### src/rtl/mem_access_if.sv
// mem_access_if: EX/MEM request, data memory and MEM/WB response signals
// grouped for the memory-stage access controller.
interface mem_access_if;
  logic [15:0] Addr_m;
  logic [15:0] WriteData_m;
  logic        MemRead_m;
  logic        MemWrite_m;
  logic        halt_m;
  logic [15:0] mem_rdata;
  logic        mem_done;
  logic [15:0] mem_addr_o;
  logic [15:0] mem_wdata_o;
  logic        mem_en_o;
  logic        mem_wr_o;
  logic        stall_o;
  logic        complete_o;
  logic [15:0] rdata_o;
  logic        err_o;
  logic        halted_o;

  modport slave (
    input  Addr_m, WriteData_m, MemRead_m, MemWrite_m, halt_m,
    input  mem_rdata, mem_done,
    output mem_addr_o, mem_wdata_o, mem_en_o, mem_wr_o,
    output stall_o, complete_o, rdata_o, err_o, halted_o
  );

  modport master (
    output Addr_m, WriteData_m, MemRead_m, MemWrite_m, halt_m,
    output mem_rdata, mem_done,
    input  mem_addr_o, mem_wdata_o, mem_en_o, mem_wr_o,
    input  stall_o, complete_o, rdata_o, err_o, halted_o
  );
endinterface

### src/rtl/mem_access_ctrl.sv
// mem_access_ctrl: memory-stage controller driving a multi-cycle data memory.
// Optional ALIGN_CHK_EN rejects odd-address requests without a memory access.
module mem_access_ctrl #(
  parameter int unsigned TIMEOUT = 15
) (
  input  logic         clk,
  input  logic         rst,
  mem_access_if.slave  bus
);

  localparam logic [1:0] S_IDLE = 2'd0;
  localparam logic [1:0] S_WAIT = 2'd1;
  localparam logic [1:0] S_HALT = 2'd2;
  localparam logic [7:0] CNT_MAX = 8'(TIMEOUT - 1);

  logic [1:0]  state_q, state_d;
  logic [7:0]  cnt_q, cnt_d;
  logic [15:0] addr_q, wdata_q;
  logic        wr_q, en_q, halt_q, err_q;
  logic        req, misalign, issue, done, tmo, finish;

  assign req = bus.MemRead_m | bus.MemWrite_m;

`ifdef ALIGN_CHK_EN
  assign misalign = (state_q == S_IDLE) & req & bus.Addr_m[0];
`else
  assign misalign = 1'b0;
`endif

  assign issue  = (state_q == S_IDLE) & req & ~misalign;
  assign done   = (state_q == S_WAIT) & bus.mem_done;
  assign tmo    = (state_q == S_WAIT) & ~bus.mem_done
                & (cnt_q == CNT_MAX);
  assign finish = done | tmo;

  // Next state and wait counter; a timed-out access retires like a done one.
  always_comb begin
    state_d = state_q;
    cnt_d   = cnt_q;
    case (state_q)
      S_IDLE: begin
        if (issue) begin
          state_d = S_WAIT;
          cnt_d   = '0;
        end else if (bus.halt_m & ~req) begin
          state_d = S_HALT;
        end
      end
      S_WAIT: begin
        if (finish) state_d = halt_q ? S_HALT : S_IDLE;
        else        cnt_d   = cnt_q + 8'd1;
      end
      S_HALT:  state_d = S_HALT;
      default: state_d = S_IDLE;
    endcase
  end

  // State, access registers and sticky error.
  always_ff @(posedge clk or negedge rst) begin
    if (!rst) begin
      state_q <= S_IDLE;
      cnt_q   <= '0;
      addr_q  <= '0;
      wdata_q <= '0;
      wr_q    <= 1'b0;
      en_q    <= 1'b0;
      halt_q  <= 1'b0;
      err_q   <= 1'b0;
    end else begin
      state_q <= state_d;
      cnt_q   <= cnt_d;
      en_q    <= issue;
      err_q   <= err_q | tmo | misalign;
      if (issue) begin
        addr_q  <= bus.Addr_m;
        wdata_q <= bus.WriteData_m;
        wr_q    <= bus.MemWrite_m;
        halt_q  <= bus.halt_m;
      end
    end
  end

  assign bus.mem_addr_o  = addr_q;
  assign bus.mem_wdata_o = wdata_q;
  assign bus.mem_wr_o    = wr_q;
  assign bus.mem_en_o    = en_q;
  assign bus.stall_o     = issue
                         | ((state_q == S_WAIT) & ~bus.mem_done & ~tmo);
  assign bus.complete_o  = finish | misalign;
  assign bus.rdata_o     = (done & ~wr_q) ? bus.mem_rdata : 16'h0;
  assign bus.err_o       = err_q | tmo | misalign;
  assign bus.halted_o    = (state_q == S_HALT);

endmodule

### src/flat_wrapper.sv
// flat-port wrapper written by rule: the top's interface ports become plain ports
module mem_access_ctrl_flat 
#(
  parameter int unsigned TIMEOUT = 15
)
  (clk, rst, bus_Addr_m, bus_WriteData_m, bus_MemRead_m, bus_MemWrite_m, bus_halt_m, bus_mem_rdata, bus_mem_done, bus_mem_addr_o, bus_mem_wdata_o, bus_mem_en_o, bus_mem_wr_o, bus_stall_o, bus_complete_o, bus_rdata_o, bus_err_o, bus_halted_o);
  mem_access_if bus_i ();
  input  logic clk;
  input  logic rst;
  input wire logic [$bits(bus_i.Addr_m)-1:0] bus_Addr_m;
  input wire logic [$bits(bus_i.WriteData_m)-1:0] bus_WriteData_m;
  input wire logic [$bits(bus_i.MemRead_m)-1:0] bus_MemRead_m;
  input wire logic [$bits(bus_i.MemWrite_m)-1:0] bus_MemWrite_m;
  input wire logic [$bits(bus_i.halt_m)-1:0] bus_halt_m;
  input wire logic [$bits(bus_i.mem_rdata)-1:0] bus_mem_rdata;
  input wire logic [$bits(bus_i.mem_done)-1:0] bus_mem_done;
  output wire logic [$bits(bus_i.mem_addr_o)-1:0] bus_mem_addr_o;
  output wire logic [$bits(bus_i.mem_wdata_o)-1:0] bus_mem_wdata_o;
  output wire logic [$bits(bus_i.mem_en_o)-1:0] bus_mem_en_o;
  output wire logic [$bits(bus_i.mem_wr_o)-1:0] bus_mem_wr_o;
  output wire logic [$bits(bus_i.stall_o)-1:0] bus_stall_o;
  output wire logic [$bits(bus_i.complete_o)-1:0] bus_complete_o;
  output wire logic [$bits(bus_i.rdata_o)-1:0] bus_rdata_o;
  output wire logic [$bits(bus_i.err_o)-1:0] bus_err_o;
  output wire logic [$bits(bus_i.halted_o)-1:0] bus_halted_o;
  assign bus_i.Addr_m = bus_Addr_m;
  assign bus_i.WriteData_m = bus_WriteData_m;
  assign bus_i.MemRead_m = bus_MemRead_m;
  assign bus_i.MemWrite_m = bus_MemWrite_m;
  assign bus_i.halt_m = bus_halt_m;
  assign bus_i.mem_rdata = bus_mem_rdata;
  assign bus_i.mem_done = bus_mem_done;
  assign bus_mem_addr_o = bus_i.mem_addr_o;
  assign bus_mem_wdata_o = bus_i.mem_wdata_o;
  assign bus_mem_en_o = bus_i.mem_en_o;
  assign bus_mem_wr_o = bus_i.mem_wr_o;
  assign bus_stall_o = bus_i.stall_o;
  assign bus_complete_o = bus_i.complete_o;
  assign bus_rdata_o = bus_i.rdata_o;
  assign bus_err_o = bus_i.err_o;
  assign bus_halted_o = bus_i.halted_o;
  mem_access_ctrl #(.TIMEOUT(TIMEOUT)) u_core (.clk(clk), .rst(rst), .bus(bus_i));
endmodule
### config.mk
export PLATFORM = sky130hd
export DESIGN_NAME = mem_access_ctrl_flat
export DESIGN_NICKNAME = d
export VERILOG_FILES = /design/src/rtl/mem_access_if.sv /design/src/rtl/mem_access_ctrl.sv /design/src/flat_wrapper.sv
export SDC_FILE = /design/constraint.sdc
export NUM_CORES = 1
export LEC_CHECK = 0
export ABC_AREA = 1
export BUFFER_PORTS_ARGS = -buffer_cell sky130_fd_sc_hd__buf_2
export CORE_MARGIN = 2
export CORE_UTILIZATION = 33
export CTS_CLUSTER_SIZE = 10
export DETAILED_ROUTE_END_ITERATION = 7
export PLACE_DENSITY = 0.68
export SLEW_MARGIN = 20
export SYNTH_ARGS = -nofsm -noshare
export SYNTH_HDL_FRONTEND = slang
export SYNTH_SLANG_ARGS = --single-unit
### constraint.sdc
create_clock -name clk -period 1.25 [get_ports clk]
set_input_delay 0.125 -clock clk [delete_from_list [all_inputs] [get_ports clk]]
set_output_delay 0.125 -clock clk [all_outputs]
set_load 0.02 [all_outputs]
======== Word level (Yosys, flattened, before mapping) ========
Index checks and enable logic that the tools add are counted.
word-level totals
  output and inout port bits .............. 54
  register bits after elaboration ......... 46
  logic and storage cells ................. 44
cells by class
  add/sub/neg operators ................... 1
  bitwise gates (word level) .............. 15
  mux-type cells .......................... 9
  equality and inequality tests ........... 7
  reductions and logical operators ........ 4
operators by type and width
  cell                   count
  $mux W16               1
  $mux W8                2
  $pmux W8 S2            1
  $add A8 B1 Y8 const B  1
  $eq A8 B4 Y1 const B   1
  $mux W2                4
  $and A1 B1 Y1          7
  $pmux W2 S3            1
  $ne A2 B2 Y1 const B   2
  $not A1 Y1             4
  $or A1 B1 Y1           4
  $ne A3 B2 Y1 const B   1
  $reduce_and A3 Y1      1
  $eq A2 B1 Y1 const B   1
  $eq A2 B2 Y1 const B   1
  $logic_not A2 Y1       1
  $ne A2 B1 Y1 const B   1
  $reduce_and A2 Y1      1
  $reduce_bool A2 Y1     1

======== Depth between registers and ports, before layout ========
  depth after elaboration ................. 6
  gate-level depth with buffers ........... 9

======== Worst setup path before layout ========
Ideal clock, no wire load.
  kind .................................... reg2reg
  from .................................... reg u_core.cnt_q[0]
  to ...................................... reg u_core.cnt_q[0]
  required time ........................... 1.133 ns
  arrival time ............................ 1.279 ns
  path slack .............................. -0.146 ns
  clock period less this slack ............ 1.396 ns
  cell stages (with the launch flop) ...... 8
  cells stage by stage .................... dfrtp_1 inv_1 ha_1 nand3_1 o21ai_4 nand2_4 nand3_1 nand2_1
on the way
  longest elaborated chain between the ends .. 5
  elaborated cells between the ends (all ways) .. 8
  classes of those cells .................. add/sub (1); eq/ne (2); mux (2); bitwise (2); reduce/logical (1)
RTL lines
  element                                                                line                   RTL
  from (decl)                                                            mem_access_ctrl.sv:17  logic [7:0] cnt_q, cnt_d;
  from (signal assigned)                                                 mem_access_ctrl.sv:71  cnt_q <= cnt_d;
  parallel branches: the longest is 5 deep, another holds $add A8 B1 Y8  --
Parallel ways; which one is timed is not known. The select of a mux whose other input is x is not followed.
A chain may end at the register's enable or synchronous reset.

======== Final worst setup path ========
  from .................................... reg u_core.state_q[1]
  to ...................................... out bus_rdata_o[11]
on the way
  longest elaborated chain between the ends .. 4
RTL lines
  element                 line                   RTL
  from (decl)             mem_access_ctrl.sv:16  logic [1:0] state_q, state_d;
  from (signal assigned)  mem_access_ctrl.sv:70  state_q <= state_d;
  $eq A2 B1 Y1            mem_access_ctrl.sv:31  assign done = (state_q == S_WAIT) & bus.mem_done;
  $and A1 B1 Y1           mem_access_ctrl.sv:31
  $and A1 B1 Y1           mem_access_ctrl.sv:90  assign bus.rdata_o = (done & ~wr_q) ? bus.mem_rdata : 16'h0;
  $mux W16                mem_access_ctrl.sv:90
  to (decl)               flat_wrapper.sv:23     output wire logic [$bits(bus_i.rdata_o)-1:0] bus_rdata_o;
No other way between the ends.

==> flow_metrics.tcl <==
set metrics [dict create \
    outcome "finished with violations" \
    violations "setup timing" \
    port_buffers 107 \
    finalNonFillerCells 512 \
    htree_levels 2 \
    p_sw_share_pct 40.8 \
    vias 2301 \
    ys_seq_area_share_pct 51.8 \
    cts_buffers 5 \
    netlist_instances 280 \
    synth-edff-count 0 \
    yosysTopAreaCell "dfrtp_1" \
    grt_pass1_wl_um 10100 \
    power_mw 8.40 \
    min_path_cells 3 \
    cp.arrival_ns 1.57 \
    max_freq_mhz 590 \
    core-area_mm2 0.00642 \
    syn_avg_cell_area_um2 7.94 \
    post-dp-hpwl_um 3970 \
    cts_buffer_depth 2 \
    cp_common_cell "nand2_4" \
    wl_per_cell_um 12.2 \
    syn2layout_area_growth_pct 70.7 \
    yosysWarnings 0 \
    final_util_pct 59.0 \
    dieArea_mm2 0.00741 \
    clk_latency_ns 0.30 \
    required_ns 1.12 \
    path_class "reg2out" \
    path_max_fanout 10 \
    antennaDiodeCount 0 \
    slew_violations 0 \
    met1_length_um 2600 \
    antenna_found_initial 0 \
    synth_area_leaders "dfrtp_1, nand2_1, nor2_4" \
    cts.sinks 46 \
    antenna_left 0 \
    finalSetupViolations 65 \
    grt.overflow.total 0 \
    max_slew.worst_pin.slew_ns 0.333 \
    fin_crit_sh_pct 135 \
    fin_skew_ns 0.00821 \
    slew_headroom_pct 77.7 \
    cp_cell_sequence "inv_2 > nand2_4 > clkinv_4 > nand2_4 > or2_4 > buf_12 > nor2_4 > buf_6" \
    rrSetupSlack_ns -0.37 \
    ys_seq_elements 46 \
    finalWorstSetupSlack_ns -0.444 \
    cp_top_family "simple AND/OR/NAND/NOR gates" \
    first_iter_violations 124 \
    wl_met2_um 3020 \
    worstReg2RegStart "u_core.state_q[0]" \
    drt_wl_total_um 6240 \
    total_leakage_power_nw 2.08 \
    p_per_area_mw_per_mm2 2220 \
    track_usage_pct 17.3 \
    ir_drop_uv 1440 \
    placed_area_mm2 0.00305 \
    min_period_ns 1.69 \
    final_nets 490 \
    synth_top_area_share_pct 51.8 \
    die_x_um 86.1 \
    place_congestion 0.789 \
    crit_buf_inv 4 \
    reg2regPathDepth 11 \
    hold_path_class "in2reg" \
    r2r-end "u_core.cnt_q[0]" \
    route.detailed.drc 0 \
    dieHeight_um 86.1 \
    rsz0062_at_grt "true" \
    hold_violations 0 \
    netlist_area_mm2 0.00222 \
    critPathCaptureType "output pin" \
    yosysUniqueCellTypes 22 \
    maxUsedRoutingLayer "met4" \
    drive_gt1_share_pct 46.9 \
    placedCellCount 480 \
    slowest_stage "dfrtp_1" \
    wl_met3_um 550 \
    synth_common_cells "nand2_1, dfrtp_1, nor2_1" \
    comb_power_share_pct 59.4 \
    clkTransAtPathRegs_ns 0.09 \
    ys.flop_type "dfrtp_1" \
    synth_nets 336 \
    hold_path_startpoint "bus_WriteData_m[10]" \
    cp-start-kind "flip-flop" \
    cts_tree "built" \
    rows 29 \
    yosysMostFrequentCell "nand2_1" \
    avgViaCountPerCell 4.49 \
    setup_tns_ns -20.77 \
    hold-path-endpoint "u_core.bus.mem_wdata_o[10]" \
    root_buffer "clkbuf_8" \
    slowest_delay_ns 0.41 \
    p_int_mw 4.97 \
    grt_max_degree 47 \
    grt_pass1_vias 2247 \
    async_flop_share_pct 100 \
    hold_slack_ns 0.0127 \
    pwr-share-seq_pct 28.9 \
    io_pins 108 \
    p_clk_share_pct 11.7 \
    p_sw_mw 3.43 \
    maxCapViolations 0 \
    initial_core_util_pct 34.6 \
    drt_pre_antenna_iters 4 \
    pre_cts_slack_ns -0.173 \
    design_area_mm2 0.00379 \
]
==> layout by cell type, fill, tap and decap left out, types with 6 or more instances in the layout <==
cell type / synthesis / routed
buf_2: 5 / 87
nor2_4: 10 / 18
nand2_1: 129 / 124
buf_6: 2 / 31
nor2_1: 25 / 16
nand3_1: 13 / 9
inv_1: 24 / 22
buf_4: 0 / 24
clkbuf_8: 0 / 6
dfrtp_1: 46 / 46
buf_12: 1 / 8
==> tightest hold or removal path, cell delays in order <==
cell	delay (ns)
buf_2	0.07
nand2_1	0.04
nand2_1	0.05
==> flip-flops by register name, indices dropped and copies added, names as in the netlist <==
signal and flops:
u_core.bus.mem_addr_o 16, u_core.bus.mem_wdata_o 16, u_core.cnt_q 8, u_core.state_q 2
u_core.bus.mem_en_o 1, u_core.bus.mem_wr_o 1, u_core.err_q 1, u_core.halt_q 1
==> layout make-up <==
| type | instances | area (um^2) |
|---|---|---|
| tap | 77 | 96.3 |
| timing repair buffer | 158 | 1320 |
| clock inverter | 2 | 16.3 |
| inverter | 27 | 111 |
| sequential | 46 | 1150 |
| clock buffer | 6 | 82.6 |
| fill | 552 | 2630 |
| multi-input combinational | 196 | 1020 |
==> worst max-delay path by stage <==
stage,start,endpoint,slack [ns],cells past startpoint
final,u_core.state_q[1],bus_rdata_o[11],-0.44,8
after global routing,u_core.state_q[1],bus_rdata_o[11],-0.50,8
after CTS,u_core.state_q[1],bus_rdata_o[14],-0.43,8
after detailed placement,u_core.state_q[1],bus_rdata_o[14],-0.17,8
after global placement,u_core.state_q[1],bus_rdata_o[9],-0.15,8
after floorplan,u_core.state_q[1],bus_rdata_o[10],-0.12,8
==> metal layers <==
metal | global-route usage, % | up-vias
met4 | 4.76 | 0
met1 | 21.0 | 1045
li1 | - | 1148
met3 | 4.14 | 4
met5 | 0 | -
met2 | 30.4 | 104
==> cells by family after synthesis <==
| family | Yosys count | synth area share (%) |
|---|---|---|
| fa+ha+maj | 2 | 1.13 |
| buf+inv | 38 | 8.16 |
| flops | 46 | 51.8 |
| compound gates | 12 | 3.32 |
| simple gates | 182 | 35.6 |
==> power by group through the flow <==
stage	Clock, mW	Combinational, mW	Sequential (mW)
floorplan	0	1.38	3.07
global placement	0	3.42	2.41
detailed placement	0	3.49	2.41
CTS	1.01	4.71	2.42
global route	1.09	5.39	2.49
finish	0.984	4.99	2.42
==> timing repair <==
action | CTS | global route
setup buffers | 14 | 5
endpoints found under the hold margin | 46 | 0
gates resized for setup | 85 | 16
hold buffers | 1 | 0
pin swaps | 9 | 1
cloned | 5 | 1
setup endpoints to repair | 63 | 66
Note: power is estimated with default switching activity, not from simulation.
